`src/rtl/dsm_pkg.sv`:
```
// dsm_pkg
//   Definitions shared by the transmit delta-sigma modulator and the loopback
//   receiver: symbol encodings, the ternary LO/mixer weight encoding, the CIC
//   order and helpers that size the CIC datapath from DECIM_LOG2.
package dsm_pkg;

  // 2-bit delta-sigma symbol as it leaves the modulator.
  typedef enum logic [1:0] {
    SYM_ZERO = 2'b00,
    SYM_POS  = 2'b01,
    SYM_NEG  = 2'b10,
    SYM_BAD  = 2'b11
  } sym_e;

  // Ternary weight encoding, identical to the transmit LO. 11 never appears
  // as a weight and is treated as zero wherever it is decoded.
  localparam logic [1:0] LO_W_ZERO = 2'b00;
  localparam logic [1:0] LO_W_POS  = 2'b01;
  localparam logic [1:0] LO_W_NEG  = 2'b10;

  localparam int CIC_ORDER = 3;

  // Integrator width: one sign bit, one bit of headroom for a +/-1 input,
  // plus CIC_ORDER * log2(R) bits of filter gain.
  function automatic int cic_acc_w(input int decim_log2);
    return 2 + CIC_ORDER * decim_log2;
  endfunction

  // Right shift that brings the full-scale CIC output down to 8 bits.
  function automatic int cic_shift(input int decim_log2);
    return CIC_ORDER * decim_log2 - 8;
  endfunction

  // Symbol -> weight; the invalid symbol contributes nothing.
  function automatic logic [1:0] sym_weight(input logic [1:0] sym);
    case (sym)
      SYM_POS: return LO_W_POS;
      SYM_NEG: return LO_W_NEG;
      default: return LO_W_ZERO;
    endcase
  endfunction

  // fs/4 LO: I = +1, 0, -1, 0 and Q = 0, +1, 0, -1 for phase 0..3.
  function automatic logic [1:0] lo_i_weight(input logic [1:0] phase);
    case (phase)
      2'd0:    return LO_W_POS;
      2'd2:    return LO_W_NEG;
      default: return LO_W_ZERO;
    endcase
  endfunction

  function automatic logic [1:0] lo_q_weight(input logic [1:0] phase);
    case (phase)
      2'd1:    return LO_W_POS;
      2'd3:    return LO_W_NEG;
      default: return LO_W_ZERO;
    endcase
  endfunction

  // Product of two ternary weights, result again in {-1, 0, +1}.
  function automatic logic [1:0] mix_weight(input logic [1:0] a,
                                            input logic [1:0] b);
    logic a_nz;
    logic b_nz;
    a_nz = (a == LO_W_POS) || (a == LO_W_NEG);
    b_nz = (b == LO_W_POS) || (b == LO_W_NEG);
    if (a_nz && b_nz) return (a == b) ? LO_W_POS : LO_W_NEG;
    return LO_W_ZERO;
  endfunction

endpackage

```
`src/rtl/dsm_rx_demod_cic_decim.sv`:
```
// cic_decim
//   One rail of the receiver decimator: 3rd-order CIC (differential delay 1)
//   with decimation by R = 2**DECIM_LOG2, followed by scaling to 8 bits.
//   The incoming weight and strobes are registered first, so the integrators
//   update one edge after a sample is accepted; the comb chain and scaling
//   are combinational off integrator 3 and the comb delays advance on the
//   edge the result is taken.
//   Configuration macro: DSM_RX_SAT_EN (saturate to [-128, 127]); when
//   undefined the low 8 bits of the shifted value are taken.
// Ports
//   clock         system clock
//   i_clear       synchronous clear of all state (reset or LO restart)
//   i_weight      mixed sample, ternary weight encoding
//   i_sample      sample strobe (accepted sample)
//   i_decim       decimate strobe (last sample of the window)
//   o_result      scaled 8-bit result, valid with o_result_stb
//   o_result_stb  one-cycle result strobe
module cic_decim
  import dsm_pkg::*;
#(
  parameter int DECIM_LOG2 = 4
) (
  input  logic       clock,
  input  logic       i_clear,
  input  logic [1:0] i_weight,
  input  logic       i_sample,
  input  logic       i_decim,
  output logic [7:0] o_result,
  output logic       o_result_stb
);

  localparam int ACC_W = cic_acc_w(DECIM_LOG2);
  localparam int SHIFT = cic_shift(DECIM_LOG2);

  logic [1:0]              r_x;
  logic                    r_smp;
  logic                    r_dec;
  logic                    r_dump;
  logic signed [ACC_W-1:0] r_int1, r_int2, r_int3;
  logic signed [ACC_W-1:0] r_dly1, r_dly2, r_dly3;

  logic signed [ACC_W-1:0] w_x;
  logic signed [ACC_W-1:0] w_int1, w_int2, w_int3;
  logic signed [ACC_W-1:0] w_c1, w_c2, w_c3;
  logic signed [ACC_W-1:0] w_shifted;

  // NOTE: every output of a combinational block gets a default first, so no
  // path through the block can leave it unassigned and infer a latch.
  always_comb begin
    w_x = '0;
    if (r_x == LO_W_POS)      w_x = ACC_W'(1);
    else if (r_x == LO_W_NEG) w_x = '1;
  end

  // Integrators chain on the freshly updated value of the stage before, so a
  // sample reaches integrator 3 on the same edge it enters integrator 1.
  // Two's-complement wrap is intentional; the combs undo it.
  assign w_int1 = r_int1 + w_x;
  assign w_int2 = r_int2 + w_int1;
  assign w_int3 = r_int3 + w_int2;

  assign w_c1 = r_int3 - r_dly1;
  assign w_c2 = w_c1   - r_dly2;
  assign w_c3 = w_c2   - r_dly3;

  assign w_shifted = w_c3 >>> SHIFT;

  // NOTE: sequential state is written with non-blocking assignments so every
  // register samples the values from before the edge, independent of order.
  always_ff @(posedge clock) begin
    if (i_clear) begin
      r_x    <= LO_W_ZERO;
      r_smp  <= 1'b0;
      r_dec  <= 1'b0;
      r_dump <= 1'b0;
      r_int1 <= '0;
      r_int2 <= '0;
      r_int3 <= '0;
      r_dly1 <= '0;
      r_dly2 <= '0;
      r_dly3 <= '0;
    end else begin
      r_x    <= i_weight;
      r_smp  <= i_sample;
      r_dec  <= i_decim;
      r_dump <= r_smp && r_dec;
      if (r_smp) begin
        r_int1 <= w_int1;
        r_int2 <= w_int2;
        r_int3 <= w_int3;
      end
      // Combs advance once per window, on the edge the result is taken.
      if (r_dump) begin
        r_dly1 <= r_int3;
        r_dly2 <= w_c1;
        r_dly3 <= w_c2;
      end
    end
  end

  // A clear on the result edge discards the result along with the state.
  assign o_result_stb = r_dump && !i_clear;

`ifdef DSM_RX_SAT_EN
  localparam logic signed [ACC_W-1:0] SAT_HI = ACC_W'(127);
  localparam logic signed [ACC_W-1:0] SAT_LO = ACC_W'(-128);

  always_comb begin
    o_result = w_shifted[7:0];
    if (w_shifted > SAT_HI)      o_result = 8'h7f;
    else if (w_shifted < SAT_LO) o_result = 8'h80;
  end
`else
  // Wrap: the single full-scale positive value +128 reads back as -128.
  assign o_result = w_shifted[7:0];

  logic w_unused_msbs;
  assign w_unused_msbs = ^w_shifted[ACC_W-1:8];
`endif

endmodule

```
`src/rtl/dsm_rx_demod.sv`:
```
// dsm_rx_demod
//   Loopback receiver for one transmit beamformer channel. Decodes the 2-bit
//   delta-sigma symbol stream, mixes it with the fs/4 LO shared with the
//   transmitter, decimates I and Q through a 3rd-order CIC and presents 8-bit
//   signed baseband samples on a valid/ready output with sticky overrun and
//   invalid-symbol flags.
//   Configuration macro: DSM_RX_SAT_EN (saturating output scaling, used in
//   cic_decim); undefined selects wrapping.
// Ports
//   clock, reset  system clock, synchronous active-high reset
//   en            sample enable; low freezes LO, counter and integrators
//   lo_sync       restart LO phase, counter, integrators and comb delays
//   sym_in        DSM symbol: 00 = 0, 01 = +1, 10 = -1, 11 = invalid
//   out_i, out_q  signed baseband sample, held while out_valid
//   out_valid     output sample held
//   out_ready     consumer accepts the held sample
//   overrun       sticky: a result was dropped while the output was held
//   bad_sym       sticky: symbol 11 was received
//   clr_flags     clears overrun and bad_sym (a same-cycle set wins)
module dsm_rx_demod
  import dsm_pkg::*;
#(
  parameter int DECIM_LOG2 = 4
) (
  input  logic              clock,
  input  logic              reset,
  input  logic              en,
  input  logic              lo_sync,
  input  logic [1:0]        sym_in,
  output logic signed [7:0] out_i,
  output logic signed [7:0] out_q,
  output logic              out_valid,
  input  logic              out_ready,
  output logic              overrun,
  output logic              bad_sym,
  input  logic              clr_flags
);

  localparam logic [DECIM_LOG2-1:0] CNT_LAST = '1;

  logic [1:0]            r_phase;
  logic [DECIM_LOG2-1:0] r_cnt;
  logic signed [7:0]     r_out_i, r_out_q;
  logic                  r_valid;
  logic                  r_overrun;
  logic                  r_bad;

  logic                  w_accept;
  logic                  w_decim;
  logic                  w_cic_clr;
  logic [1:0]            w_sym_w;
  logic [1:0]            w_mix_i, w_mix_q;
  logic [7:0]            w_res_i, w_res_q;
  logic                  w_stb_i, w_stb_q;
  logic                  w_res_stb;
  logic signed [7:0]     w_out_i_n, w_out_q_n;
  logic                  w_valid_n;
  logic                  w_ovr_set;
  logic                  w_bad_set;

  // lo_sync outranks en: a restart cycle never accepts a sample.
  assign w_accept  = en && !lo_sync;
  assign w_decim   = w_accept && (r_cnt == CNT_LAST);
  assign w_cic_clr = reset || lo_sync;

  assign w_sym_w = sym_weight(sym_in);
  assign w_mix_i = mix_weight(w_sym_w, lo_i_weight(r_phase));
  assign w_mix_q = mix_weight(w_sym_w, lo_q_weight(r_phase));

  assign w_bad_set = w_accept && (sym_in == SYM_BAD);

  always_ff @(posedge clock) begin
    if (reset || lo_sync) begin
      r_phase <= '0;
      r_cnt   <= '0;
    end else if (en) begin
      r_phase <= r_phase + 2'd1;
      r_cnt   <= r_cnt + DECIM_LOG2'(1);
    end
  end

  cic_decim #(.DECIM_LOG2(DECIM_LOG2)) u_cic_i (
    .clock        (clock),
    .i_clear      (w_cic_clr),
    .i_weight     (w_mix_i),
    .i_sample     (w_accept),
    .i_decim      (w_decim),
    .o_result     (w_res_i),
    .o_result_stb (w_stb_i)
  );

  cic_decim #(.DECIM_LOG2(DECIM_LOG2)) u_cic_q (
    .clock        (clock),
    .i_clear      (w_cic_clr),
    .i_weight     (w_mix_q),
    .i_sample     (w_accept),
    .i_decim      (w_decim),
    .o_result     (w_res_q),
    .o_result_stb (w_stb_q)
  );

  // Both rails run in lockstep; their strobes are always equal.
  assign w_res_stb = w_stb_i && w_stb_q;

  // Output holding register. A new result may replace the held one only if
  // it is being transferred this cycle; otherwise the new one is dropped.
  always_comb begin
    w_out_i_n = r_out_i;
    w_out_q_n = r_out_q;
    w_valid_n = r_valid;
    w_ovr_set = 1'b0;
    if (w_res_stb) begin
      if (!r_valid || out_ready) begin
        w_out_i_n = w_res_i;
        w_out_q_n = w_res_q;
        w_valid_n = 1'b1;
      end else begin
        w_ovr_set = 1'b1;
      end
    end else if (r_valid && out_ready) begin
      w_valid_n = 1'b0;
    end
  end

  always_ff @(posedge clock) begin
    if (reset) begin
      r_out_i   <= '0;
      r_out_q   <= '0;
      r_valid   <= 1'b0;
      r_overrun <= 1'b0;
      r_bad     <= 1'b0;
    end else begin
      r_out_i   <= w_out_i_n;
      r_out_q   <= w_out_q_n;
      r_valid   <= w_valid_n;
      r_overrun <= w_ovr_set || (r_overrun && !clr_flags);
      r_bad     <= w_bad_set || (r_bad && !clr_flags);
    end
  end

  assign out_i     = r_out_i;
  assign out_q     = r_out_q;
  assign out_valid = r_valid;
  assign overrun   = r_overrun;
  assign bad_sym   = r_bad;

endmodule
```
`config.mk`:
```
export PLATFORM = sky130hd
export DESIGN_NAME = dsm_rx_demod
export DESIGN_NICKNAME = d
export VERILOG_FILES = /design/src/rtl/dsm_pkg.sv /design/src/rtl/dsm_rx_demod_cic_decim.sv /design/src/rtl/dsm_rx_demod.sv
export SDC_FILE = /design/constraint.sdc
export NUM_CORES = 1
export LEC_CHECK = 0
export ABC_AREA = 1
export CAP_MARGIN = 15
export CORE_MARGIN = 3
export CORE_UTILIZATION = 60
export DETAILED_ROUTE_END_ITERATION = 10
export GPL_TIMING_DRIVEN = 0
export HOLD_SLACK_MARGIN = 0.1
export PLACE_DENSITY = 0.88
export SYNTH_ARGS = -nofsm -noshare
export SYNTH_HDL_FRONTEND = slang
export SYNTH_SLANG_ARGS = --single-unit
```
`constraint.sdc`:
```
create_clock -name clock -period 4.5 [get_ports clock]
set_input_delay 0.9 -clock clock [delete_from_list [all_inputs] [get_ports clock]]
set_output_delay 0.9 -clock clock [all_outputs]
set_load 0.02 [all_outputs]
```
==> results by group, run 1 <==
Outcome
  – Outcome: finished, final reports clean

Synthesis
  – Yosys reg bits: 176
  – Commonest cells post-synth: inv_1, nand2_1, a21oi_1, o21ai_0, dfxtp_1
  – Top-area cell type share of the netlist area: 28.3%
  – Leading area contributor after synthesis: dfxtp_1
  – Post-synth EDFFs: 0
  – Synth Flop Type: dfxtp_1
  – Syn_nets: 1,911
  – Gate Count Post-Synth: 1,770
  – Top post-synthesis cells by area: dfxtp_1, ha_1, inv_1
  – Synth cell types: 50
  – Avg Synthesized Cell Area: 7.04 um^2
  – Asr flop ratio synth: 0%
  – Post-synthesis sequential area ratio: 28.3%
  – Post-Syn Area: 12,500 um^2
  – Yosys warning count: 0
  – Most frequent cell after synthesis: inv_1

Finish
  – ANT cells: 0
  – Multi-input logic area: 7940 um^2
  – Layout cells sized above 1: 10.5%
  – Storage element area: 3530 um^2
  – Non-Filler Instances: 2,124
  – Nets: 1,982
  – Area grow syn2layout: 15.5%
  – Fillers: 1,542

Global routing
  – Vias in the first global route: 11,600
  – Met2 Track Usage GR: 51.3%
  – GR Overflow Total: 0
  – GRT Total Usage: 28.0%
  – Pin count of the biggest net entering global routing: 17
  – Initial antenna violation count: 0
  – Most used routing layer: met2
  – Met3 usage: 4.52%
  – Global-route wire length before repair: 51,900 um
  – GRT met1 Usage: 33.6%

Setup path
  – RR Startpoint: u_cic_q.r_x[0]
  – Setup crit end kind: flop
  – R2r setup slk: 0.1 ns
  – Worst setup path endpoint: u_cic_q.r_int3[11]
  – Worst Path Arrival: 4.79 ns
  – Startpoint Class: flop
  – Crit-path max FO: 10
  – WP data required: 4.88 ns
  – Reg2Reg Depth: 30
  – CP startpoint: u_cic_q.r_x[0]
  – Crit-path max cell delay: 0.31 ns
  – Kind of critical path: reg2reg
  – Capture point of the worst reg-to-reg path: u_cic_q.r_int3[11]
  – Critical path's slowest cell: dfxtp_2

Job
  – Max-cap violations: 0

Power and ir drop
  – Leak: 7.06 nW
  – Worst vdd ir: 0.240 mV
  – Pwr Total: 4.15 mW
  – Power Dens Cells: 289 nW/um^2

Floorplanning
  – DIE AREA: 22,500 um^2
  – Starting Density: 61.4%
  – Core box area: 20,300 um^2
  – Num rows: 52
  – # IOs: 27
  – Chip Width: 150 um
  – Die Y: 150 um

Timing
  – Crit share post-route: 97.9%
  – Final Hold Viols: 0
  – Setup TNS: 0 ns
  – Post-layout min period: 4.40 ns
  – Slew @ Worst Pin: 0.869 ns
  – RSZ-0062 raised after global routing: true
  – Final hold slack: 0.435 ns
  – Clock Skews: 0.00890 ns
  – Rel. slew slack: 42.1%
  – # setup viols final: 0
  – Setup ws final: 0.0964 ns
  – Max Transition Viols Final: 0
  – Max Clock Freq: 227 MHz

Clock network
  – CTS tree: yes
  – Clock insertion delay at the later pin of the skew report: 0.44 ns
  – Total CTS buffers: 17
  – Root buffer cell: clkbuf_16
  – H-tree levels: 4
  – CTS hold repair buffers: 0
  – Longest Clk Path Bufs: 2
  – Clk pin slew, worst setup/hold paths: 0.07 ns
  – Sink Count: 176

Routing
  – DRT antenna net count: 0
  – DRT iter0 DRCs: 880
  – Pre-antenna DRT Iters: 6
  – # DRC: 0
  – DR WL/cell: 15.5 um
  – Vias per cell: 5.68
  – Overall routed net length: 32,900 um
  – Via count: 12,100

Place
  – Port bufs: 26
  – Pre-CTS WS: -0.228 ns
  – Placer congestion estimate: 0.913
  – Dpl cells: 2,066
  – DP HPWL: 22,700 um

Min path
  – HP Class: reg2reg
metal layers:
layer	up-vias	part of all wire (%)
li1	5886	-
met1	5577	40
met2	486	50
met3	108	6.9
met4	0	3.2
met5	-	0
placed cells by master, fill, tap and decap left out, drive strengths merged, types with 14 or more instances in the layout:
master,instances
ha,125
xnor2,34
nand3,74
nand4,14
a21oi,215
xor2,74
a31oi,15
o21ai,189
nor3,15
dfxtp,176
nand2,250
buf,39
inv,331
clkdlybuf4s50,26
nor2,123
o21bai,15
clkbuf,66
worst max-delay path, delay by kind of cell, from the launching register on:
family / cells / cell delay [ns]
AO/OA/AOI/OAI: 5 / 0.79
XOR/XNOR: 2 / 0.45
adder cells (fa/ha/maj): 4 / 0.94
buffers and inverters: 8 / 0.75
flip-flops: 1 / 0.31
AND/OR/NAND/NOR: 11 / 1.10
logic make-up (layout without fill, tap and decap cells):
| kind of cell | Yosys count | count (layout) | synth area share [%] |
|---|---|---|---|
| simple gates | 492 | 492 | 17.5 |
| compound gates | 474 | 474 | 20.4 |
| buf+inv | 387 | 471 | 12.1 |
| flops | 176 | 176 | 28.3 |
| fa+ha+maj | 133 | 133 | 13.8 |
| xor+xnor | 108 | 108 | 7.95 |
power by group:
group	internal [mW]	leakage, nW	total (mW)	switching (mW)
sequential	1.57	1.42	1.59	0.0158
combinational	0.376	5.34	0.972	0.595
clock	0.946	0.292	1.59	0.648
worst min path at each step:
stage / from / to / slack [ns] / cells past startpoint
2_1_floorplan: u_cic_q.r_dec / u_cic_i.r_dump / 0.41 / 2
3_3_place_gp: u_cic_q.r_dec / u_cic_i.r_dump / 0.42 / 2
3_5_place_dp: u_cic_q.r_dec / u_cic_i.r_dump / 0.42 / 2
4_1_cts: u_cic_q.r_dec / u_cic_i.r_dump / 0.43 / 2
5_1_grt: u_cic_q.r_dec / u_cic_i.r_dump / 0.47 / 2
6_report: u_cic_q.r_dec / u_cic_i.r_dump / 0.44 / 2
flip-flops by register name, indices dropped and copies added (netlist names), 12 cells and up:
signal,flops
u_cic_i.r_dly1,12
u_cic_i.r_dly2,12
u_cic_i.r_dly3,12
u_cic_i.r_int1,12
u_cic_i.r_int2,12
u_cic_i.r_int3,12
u_cic_q.r_dly1,12
u_cic_q.r_dly2,12
u_cic_q.r_dly3,12
u_cic_q.r_int1,12
u_cic_q.r_int2,12
u_cic_q.r_int3,12
timing repair:
action,CTS,global route
setup buffers,9,18
setup endpoints to repair,4,13
pin swaps,11,37
gates resized for setup,18,92
per-stage QoR:
step | utilization (%) | instance area [um^2]
after global routing | 70.9 | 14400
after detailed placement | 64.3 | 13100
final | 70.9 | 14400
after floorplan | - | 12500
after CTS | 68.1 | 13800
after global placement | 64.3 | 13100
cell type report:
type	count	area share (%)
plain buffers	55	1.82
clock buffers	23	3.18
clock inverters	9	1.10
inverters	331	8.68
multi-input cells	1207	55.2
flip-flops and latches	176	24.5
well taps	270	2.35
repair buffers	53	3.22
(Power assumes the default switching activity.)
==> inputs of run 2 (changes only) <==
Settings changed: CORE_ASPECT_RATIO set to 0.9, RECOVER_POWER set to 25.
==> run 2 against run 1 <==
Hold slack better by 0.019 ns. Final area down 0.56%. Global-route usage down 0.90 points. Combinational power up 2%. First-iteration DRC count up 7.4%. Largest power group unchanged.
==> results by group, run 2 (synthesis results as in run 1) <==
Routing
  – Pre-antenna DRT Iters: 6 (unchanged)
  – DR WL/cell: 15.4 um (-0.79%)
  – Via count: 11,900 (-1.4%)
  – # DRC: 0 (unchanged)
  – DRT iter0 DRCs: 945 (+7.4%)
  – Vias per cell: 5.65 (-0.51%)
  – Overall routed net length: 32,300 um (-1.7%)
  – DRT antenna net count: 0 (unchanged)

Timing
  – Post-layout min period: 4.49 ns (+0.0847 ns)
  – Final Hold Viols: 0 (unchanged)
  – Crit share post-route: 99.7% (+1.9 points)
  – Slew @ Worst Pin: 0.752 ns (-0.117 ns)
  – Final hold slack: 0.454 ns (+0.0185 ns)
  – RSZ-0062 raised after global routing: true
  – Max Transition Viols Final: 0 (unchanged)
  – Rel. slew slack: 49.9% (+7.8 points)
  – Setup TNS: 0 ns (unchanged)
  – Clock Skews: 0.00921 ns (+0.000310 ns)
  – Max Clock Freq: 223 MHz (-1.9%)
  – # setup viols final: 0 (unchanged)

Setup path
  – WP data required: 4.84 ns (-0.04 ns)
  – Worst Path Arrival: 4.83 ns (+0.04 ns)
  – Startpoint Class: flop
  – Setup crit end kind: flop
  – Critical path's slowest cell: ha_4
  – Crit-path max cell delay: 0.33 ns (+0.02 ns)
  – Crit-path max FO: 7 (-3)
  – Kind of critical path: reg2reg

Finish
  – Commonest non-fill, non-tap cell in the layout: inv_1
  – Nets: 1,977 (-0.25%)
  – Layout cells sized above 1: 10.2% (-0.30 points)
  – Fillers: 1,523 (-1.2%)
  – ANT cells: 0 (unchanged)
  – Area grow syn2layout: 14.8%
  – Non-Filler Instances: 2,104 (-0.94%)
  – Storage element area: 3530 um^2 (unchanged)
  – Most frequent cells in the layout: inv_1, nand2_1, a21oi_1, o21ai_0, dfxtp_1
  – Multi-input logic area: 7960 um^2 (+0.22%)

Floorplanning
  – Core box area: 20,200 um^2 (-0.63%)
  – Chip Width: 158 um (+5.2%)
  – DIE AREA: 22,500 um^2 (about the same)
  – Num rows: 49 (-5.8%)
  – Die Y: 143 um (-4.9%)
  – Starting Density: 61.8% (+0.39 points)
  – # IOs: 27 (unchanged)

Place
  – Port bufs: 26 (unchanged)
  – DP HPWL: 22,600 um (-0.32%)
  – Dpl cells: 2,051 (-0.73%)
  – Placer congestion estimate: 0.939 (+2.8%)

Min path
  – HP Class: reg2reg

Clock network
  – Root buffer cell: clkbuf_16
  – CTS tree: yes
  – Clk pin slew, worst setup/hold paths: 0.07 ns (about the same)
  – Clock insertion delay at the later pin of the skew report: 0.44 ns (about the same)
  – Sink Count: 176 (unchanged)
  – Total CTS buffers: 17 (unchanged)
  – Longest Clk Path Bufs: 2 (unchanged)
  – H-tree levels: 4 (unchanged)

Global routing
  – GR Overflow Total: 0 (unchanged)
  – Global-route wire length before repair: 50,400 um (-2.9%)
  – Pin count of the biggest net entering global routing: 17 (unchanged)
  – Vias in the first global route: 11,200 (-3.0%)
  – Initial antenna violation count: 1 (+1)
  – GRT Total Usage: 27.1% (-0.90 points)

Power and ir drop
  – Worst vdd ir: 0.202 mV (-16%)
  – Power Dens Cells: 286 nW/um^2 (-0.78%)
  – Leak: 7.08 nW (+0.29%)
  – Pwr Total: 4.10 mW (-1.3%)

Outcome
  – Outcome: finished, final reports clean

Job
  – Max-cap violations: 0 (unchanged)
## run 2: final cells by class
class	instances	area share [%]
multi-input combinational	1207	55.6
sequential	176	24.6
inverter	331	8.72
clock buffer	21	3.15
timing repair buffer	49	3.03
tap	255	2.23
buffer	54	1.71
clock inverter	11	0.927
## run 2: worst max-delay path, delay by kind of cell, from the launching register on
| kind | cells | cell delay (ns) |
|---|---|---|
| flops | 1 | 0.31 |
| simple gates | 13 | 1.04 |
| xor+xnor | 2 | 0.52 |
| compound gates | 5 | 0.74 |
| buf+inv | 8 | 0.75 |
| fa+ha+maj | 4 | 1.00 |
## run 2: where the power goes
group	total [mW]	switching, mW	internal, mW
Clock	1.52	0.681	0.838
Combinational	0.991	0.614	0.377
Sequential	1.59	0.0161	1.57
Total	4.10	1.31	2.79
## run 2: routing by layer
| layer | track usage [%] | vias up | part of all wire, % |
|---|---|---|---|
| li1 | - | 5890 | - |
| met1 | 33.1 | 5501 | 42 |
| met2 | 48.4 | 410 | 49 |
| met3 | 5.30 | 80 | 6.0 |
| met4 | 8.04 | 2 | 2.4 |
| met5 | 0 | - | 0.040 |
## run 2: worst paths after layout
check,startpoint,endpoint,slack [ns],cells past startpoint
max,u_cic_q.r_x[0],u_cic_q.r_int3[11],0.01,32
min,u_cic_q.r_dec,u_cic_i.r_dump,0.45,2
max reg2reg,u_cic_q.r_x[0],u_cic_q.r_int3[11],0.01,32
min reg2reg,u_cic_q.r_dec,u_cic_i.r_dump,0.45,2
## run 2: what timing repair did
| item | CTS | global route |
|---|---|---|
| gates resized for setup | 7 | 100 |
| buffers inserted | 2 | 21 |
| setup endpoints to repair | 4 | 12 |
| pin swaps | 2 | 40 |
| hold buffers | 0 | 0 |
## run 2: per-stage QoR
| stage | setup WS [ns] | cell area [um^2] | utilization [%] |
|---|---|---|---|
| final | 0.0117 | 14300 | 71.0 |
| after global routing | -0.151 | 14300 | 71.0 |
| after detailed placement | -0.123 | 13000 | 64.7 |
| after CTS | -0.0426 | 13700 | 67.8 |
| after global placement | 0.00490 | 13000 | 64.7 |
| after floorplan | 0.501 | 12500 | - |
